## src/rtl/pipe_mem_arbiter.sv

```systemverilog
// Arbitrates IF/MEM stage requests onto one single-port memory bus.
// Ports: clk/reset; if_* fetch side; mem_* load/store side; ext_* memory bus; err_o.
module pipe_mem_arbiter #(
  parameter int STARVE_LIMIT = 3,
  parameter int TIMEOUT      = 15
) (
  input  logic        clk,
  input  logic        reset,
  input  logic        if_req_i,
  input  logic [31:0] if_addr_i,
  output logic        if_ack_o,
  output logic [31:0] if_rdata_o,
  input  logic        mem_req_i,
  input  logic        mem_wr_i,
  input  logic [31:0] mem_addr_i,
  input  logic [31:0] mem_wdata_i,
  output logic        mem_ack_o,
  output logic [31:0] mem_rdata_o,
  output logic        err_o,
  output logic        ext_req_o,
  output logic        ext_wr_o,
  output logic [31:0] ext_addr_o,
  output logic [31:0] ext_wdata_o,
  input  logic [31:0] ext_rdata_i,
  input  logic        ext_ready_i
);

  localparam int SW_RAW = $clog2(STARVE_LIMIT + 1);
  localparam int SW     = (SW_RAW < 2) ? 2 : SW_RAW;
  localparam int WW_RAW = $clog2(TIMEOUT + 1);
  localparam int WW     = (WW_RAW < 1) ? 1 : WW_RAW;

  localparam logic [SW-1:0] STARVE_MAX = SW'(STARVE_LIMIT);
  localparam logic [WW-1:0] WAIT_LAST  = WW'(TIMEOUT - 1);
  localparam logic [31:0]   ERR_WORD   = 32'hDEADBEEF;

  typedef enum logic [1:0] {
    S_IDLE     = 2'd0,
    S_BUSY_IF  = 2'd1,
    S_BUSY_MEM = 2'd2
  } state_t;

  state_t r_state;
  state_t w_state_nxt;

  logic          r_if_ack;
  logic          r_mem_ack;
  logic          r_err;
  logic [31:0]   r_if_rdata;
  logic [31:0]   r_mem_rdata;
  logic          r_ext_req;
  logic          r_ext_wr;
  logic [31:0]   r_ext_addr;
  logic [31:0]   r_ext_wdata;
  logic [SW-1:0] r_starve;
  logic [WW-1:0] r_wait;

  logic w_pick_mem;
  logic w_pick_if;
  logic w_grant_if;
  logic w_grant_mem;
  logic w_done;
  logic w_tmo;
  logic w_ack_cyc;

  // MEM wins ties until IF has lost STARVE_LIMIT times in a row.
  assign w_pick_mem = mem_req_i &
                      (~if_req_i | (r_starve != STARVE_MAX));
  assign w_pick_if  = if_req_i & ~w_pick_mem;
  // The held request is still high while its ack shows; skip a cycle.
  assign w_ack_cyc  = r_if_ack | r_mem_ack;

  always_ff @(posedge clk or posedge reset) begin
    if (reset) r_state <= S_IDLE;
    else       r_state <= w_state_nxt;
  end

  always_comb begin
    w_state_nxt = r_state;
    w_grant_if  = 1'b0;
    w_grant_mem = 1'b0;
    w_done      = 1'b0;
    w_tmo       = 1'b0;
    unique case (r_state)
      S_IDLE: begin
        if (!w_ack_cyc) begin
          unique case (1'b1)
            w_pick_mem: begin
              w_grant_mem = 1'b1;
              w_state_nxt = S_BUSY_MEM;
            end
            w_pick_if: begin
              w_grant_if  = 1'b1;
              w_state_nxt = S_BUSY_IF;
            end
            default: ;
          endcase
        end
      end
      S_BUSY_IF, S_BUSY_MEM: begin
        // A ready in the last allowed cycle beats the timeout.
        if (ext_ready_i) begin
          w_done      = 1'b1;
          w_state_nxt = S_IDLE;
        end else if (r_wait == WAIT_LAST) begin
          w_tmo       = 1'b1;
          w_state_nxt = S_IDLE;
        end
      end
      default: w_state_nxt = S_IDLE;
    endcase
  end

  always_ff @(posedge clk or posedge reset) begin
    if (reset) begin
      r_if_ack    <= 1'b0;
      r_mem_ack   <= 1'b0;
      r_err       <= 1'b0;
      r_if_rdata  <= '0;
      r_mem_rdata <= '0;
      r_ext_req   <= 1'b0;
      r_ext_wr    <= 1'b0;
      r_ext_addr  <= '0;
      r_ext_wdata <= '0;
      r_starve    <= '0;
      r_wait      <= '0;
    end else begin
      r_if_ack  <= 1'b0;
      r_mem_ack <= 1'b0;
      r_err     <= 1'b0;
      if (w_grant_if) begin
        r_ext_req   <= 1'b1;
        r_ext_wr    <= 1'b0;
        r_ext_addr  <= if_addr_i;
        r_ext_wdata <= '0;
        r_wait      <= '0;
        r_starve    <= '0;
      end
      if (w_grant_mem) begin
        r_ext_req   <= 1'b1;
        r_ext_wr    <= mem_wr_i;
        r_ext_addr  <= mem_addr_i;
        r_ext_wdata <= mem_wdata_i;
        r_wait      <= '0;
        if (if_req_i && (r_starve != STARVE_MAX))
          r_starve <= r_starve + 1'b1;
      end
      if (w_done || w_tmo) begin
        r_ext_req <= 1'b0;
        r_err     <= w_tmo;
        if (r_state == S_BUSY_IF) begin
          r_if_ack   <= 1'b1;
          r_if_rdata <= w_tmo ? ERR_WORD : ext_rdata_i;
        end else begin
          r_mem_ack <= 1'b1;
          if (!r_ext_wr)
            r_mem_rdata <= w_tmo ? ERR_WORD : ext_rdata_i;
        end
      end else if (r_state != S_IDLE) begin
        r_wait <= r_wait + 1'b1;
      end
    end
  end

  assign if_ack_o    = r_if_ack;
  assign if_rdata_o  = r_if_rdata;
  assign mem_ack_o   = r_mem_ack;
  assign mem_rdata_o = r_mem_rdata;
  assign err_o       = r_err;
  assign ext_req_o   = r_ext_req;
  assign ext_wr_o    = r_ext_wr;
  assign ext_addr_o  = r_ext_addr;
  assign ext_wdata_o = r_ext_wdata;

endmodule

```

## config.mk

```make
export PLATFORM = sky130hd
export DESIGN_NAME = pipe_mem_arbiter
export DESIGN_NICKNAME = d
export VERILOG_FILES = /design/src/rtl/pipe_mem_arbiter.sv
export SDC_FILE = /design/constraint.sdc
export NUM_CORES = 1
export LEC_CHECK = 0
export CAP_MARGIN = 0
export CORE_UTILIZATION = 44
export DETAILED_ROUTE_END_ITERATION = 10
export PLACE_DENSITY = 0.82
export SLEW_MARGIN = 10
export SYNTH_ARGS = -nofsm -noshare
export SYNTH_HDL_FRONTEND = slang
export SYNTH_SLANG_ARGS = --single-unit
```

## constraint.sdc

```tcl
create_clock -name clk -period 12.6 [get_ports clk]
set_input_delay 2.52 -clock clk [delete_from_list [all_inputs] [get_ports clk]]
set_output_delay 2.52 -clock clk [all_outputs]
set_load 0.05 [all_outputs]
```

==> results.toml <==
[setup_path]
crit_path_start_kind = "primary input"
crit_slowest_cell = "and3_2"
cp_max_fo = 46
endpoint_kind = "register"
path_common_cell = "a21oi_1"
startpoint = "if_req_i"
worst-path-buf-inv = 2
crit_path_cell_trace = "clkdlybuf4s50_1 -> nand2_1 -> and3_2 -> buf_4 -> a21oi_1 -> a21oi_1"
critPathKind = "in -> reg"
critPathMaxStageDelay_ns = 0.57
required_ns = 12.93
r2r_start = "r_state[1]$_DFFE_PP0P_"
path_delay_family = "buffers and inverters"
cp.arrival_ns = 4.66

[power]
ir_worst_vdd_v = 0.000180
total_power_mw = 3.07
p_per_area_mw_per_mm2 = 341
p_leak_nw = 3.80

[sta]
min_period_over_period = 0.343
hold_viol_final = 0
rsz0062_at_grt = "no"
period_needed_ns = 4.32
finalSetupViolCount = 0
slew_headroom = 0.290
slew_violations = 0
skew_ns = 0.0104
tns_ns = 0
fin_hold_ws_ns = 0.489
max_freq_ghz = 0.231
worstMarginPinSlew_ns = 1.06

[grt]
grt_max_degree = 86
grtUsageTotal = 0.244
overflow = 0
antenna_found_initial = 0
grt_pass1_wl_mm = 24.6
grt_pass1_vias = 4793

[clock_tree]
ctsHoldBuffers = 0
cts_tree = "yes"
cts_buffers = 17
ctsResizeCount = 0
clock-root-buffer = "clkbuf_16"
cts.sinks = 141
clk_path_buf_depth = 2
path_clk_slew_ns = 0.06
clk_latency_ns = 0.42
htreeDepth = 4
cts_setup_buffers = 0

[logic_synthesis]
yosys.area.top_type_share = 0.619
synth_area_mm2 = 0.00570
synth_nets = 604
synth-seq-area-share = 0.619
synth_ff_type = "dfrtp_1"
syn_inst = 465
synth_top_area_cell = "dfrtp_1"
post_synth.cell_area_avg_um2 = 12.3
synth_edf_count = 0
yosysWarnings = 0
synth.distinct_cells = 35
postSynth.asyncResetShare = 1.00
synth_seq_cells = 141
ys_top_cells_by_area = "dfrtp_1, a22o_1, o22a_1"

[die]
die_w_um = 116
die_area_mm2 = 0.0134
io_pins = 267
rows = 41
start_util = 0.452
die_h_um = 116
core_mm2 = 0.0126

[routing]
drcViolationCount = 0
drt-total-wl_mm = 16.1
postRouteAntennaNets = 0
dr.pass1.iters = 4
drt_iter0_drc = 358
via_count = 4849
viasPerCell = 5.35
routedWlPerCell_um = 17.8

[placed_design]
dpl_cell_area_mm2 = 0.00844
io_buffer_count = 266
dp_hpwl_mm = 11.3
globalplace.congestion = 0.774

[hold_path]
hold_class = "reg -> reg"
min_from = "mem_rdata_o[26]$_DFFE_PP0P_"

[run]
maxCapViolCount = 0

[final_layout]
layout-drive-gt1-share = 0.117
finalNetCount = 861
design_area_mm2 = 0.00902
fill_cells = 925
area_growth_pct = 58.4
diodes = 0

[status]
outcome = "complete, no violations"
-- flip-flops by register name, summed over array words and instances (netlist names), 2 cells and up --
name and flops:
r_state 2, if_rdata_o 32, mem_rdata_o 32, r_wait 4, r_starve 2, ext_wdata_o 32, ext_addr_o 32
-- cells in the mapped netlist (3+ instances only) --
master	number
nand2b_1	3
buf_4	7
nor3_1	3
a22o_1	49
and3_1	3
nand3_1	5
clkbuf_1	11
a21o_1	4
ha_1	5
nand2_1	41
nor2_1	39
buf_2	11
o22a_1	48
a21oi_1	27
dfrtp_1	141
inv_1	6
a21oi_2	40
-- cell families (layout without fill, tap and decap cells) --
| kind of cell | count (synthesis) | in the layout | share of synthesized area |
|---|---|---|---|
| compound gates | 177 | 177 | 0.251 |
| flops | 141 | 141 | 0.619 |
| simple gates | 103 | 103 | 0.0810 |
| buf+inv | 39 | 308 | 0.0380 |
| fa+ha+maj | 5 | 5 | 0.0110 |
-- per-stage QoR --
step | worst slack (ns) | util | cells
after floorplan | 6.30 | - | 465
after global placement | 7.97 | 0.668 | 875
after detailed placement | 7.85 | 0.668 | 875
after CTS | 8.31 | 0.715 | 906
after global routing | 8.14 | 0.715 | 906
final | 8.28 | 0.715 | 906
-- layout make-up --
type | instances | area, µm² | area share
Tap cell | 172 | 215 | 0.0238
Timing Repair Buffer | 270 | 2690 | 0.298
Inverter | 7 | 31.3 | 0.00347
Clock inverter | 11 | 116 | 0.0129
Sequential cell | 141 | 3530 | 0.391
Multi-Input combinational cell | 285 | 1970 | 0.219
Clock buffer | 20 | 467 | 0.0517
-- layer usage --
layer	track usage	vias to the layer above	wire length [µm]
li1	-	2202	-
met1	0.294	2410	6290
met2	0.403	201	8240
met3	0.0664	36	1090
met4	0.121	0	474
met5	0	-	0
-- layout by cell type, fill, tap and decap left out, types with 2 or more instances in the layout --
cell type | Yosys | layout
clkdlybuf4s50_1 | 0 | 266
dfrtp_1 | 141 | 141
a22o_1 | 49 | 49
o22a_1 | 48 | 48
nand2_1 | 41 | 41
a21oi_2 | 40 | 40
nor2_1 | 39 | 39
a21oi_1 | 27 | 27
clkbuf_16 | 0 | 17
inv_1 | 6 | 5
ha_1 | 5 | 5
clkinv_2 | 0 | 5
nand3_1 | 5 | 4
a21o_1 | 4 | 4
buf_4 | 7 | 4
nor3_1 | 3 | 3
nand2b_1 | 3 | 3
clkinvlp_4 | 0 | 3
clkbuf_8 | 0 | 3
nand3_2 | 1 | 2
o21ai_0 | 2 | 2
or2_2 | 2 | 2
inv_6 | 0 | 2
and3_1 | 3 | 2
bufinv_16 | 0 | 2
-- final timing paths --
check / slack, ns / end / cells past startpoint
setup reg to reg: 9.98 / ext_addr_o[2]$_DFFE_PP0P_ / 7
hold reg to reg: 0.49 / mem_rdata_o[26]$_DFFE_PP0P_ / 1
min in group asynchronous: 2.53 / ext_addr_o[21]$_DFFE_PP0P_ / 2
setup / recovery: 8.28 / ext_addr_o[2]$_DFFE_PP0P_ / 6
max in group asynchronous: 8.61 / if_rdata_o[3]$_DFFE_PP0P_ / 3
hold / removal: 0.49 / mem_rdata_o[26]$_DFFE_PP0P_ / 1
-- where the power goes --
group / total (mW) / leakage, nW / internal (mW) / switching (mW)
Clock: 0.487 / 0.284 / 0.304 / 0.182
Combinational: 1.80 / 1.83 / 0.624 / 1.17
Sequential: 0.792 / 1.69 / 0.669 / 0.123
Note: power is estimated with default switching activity, not from simulation.
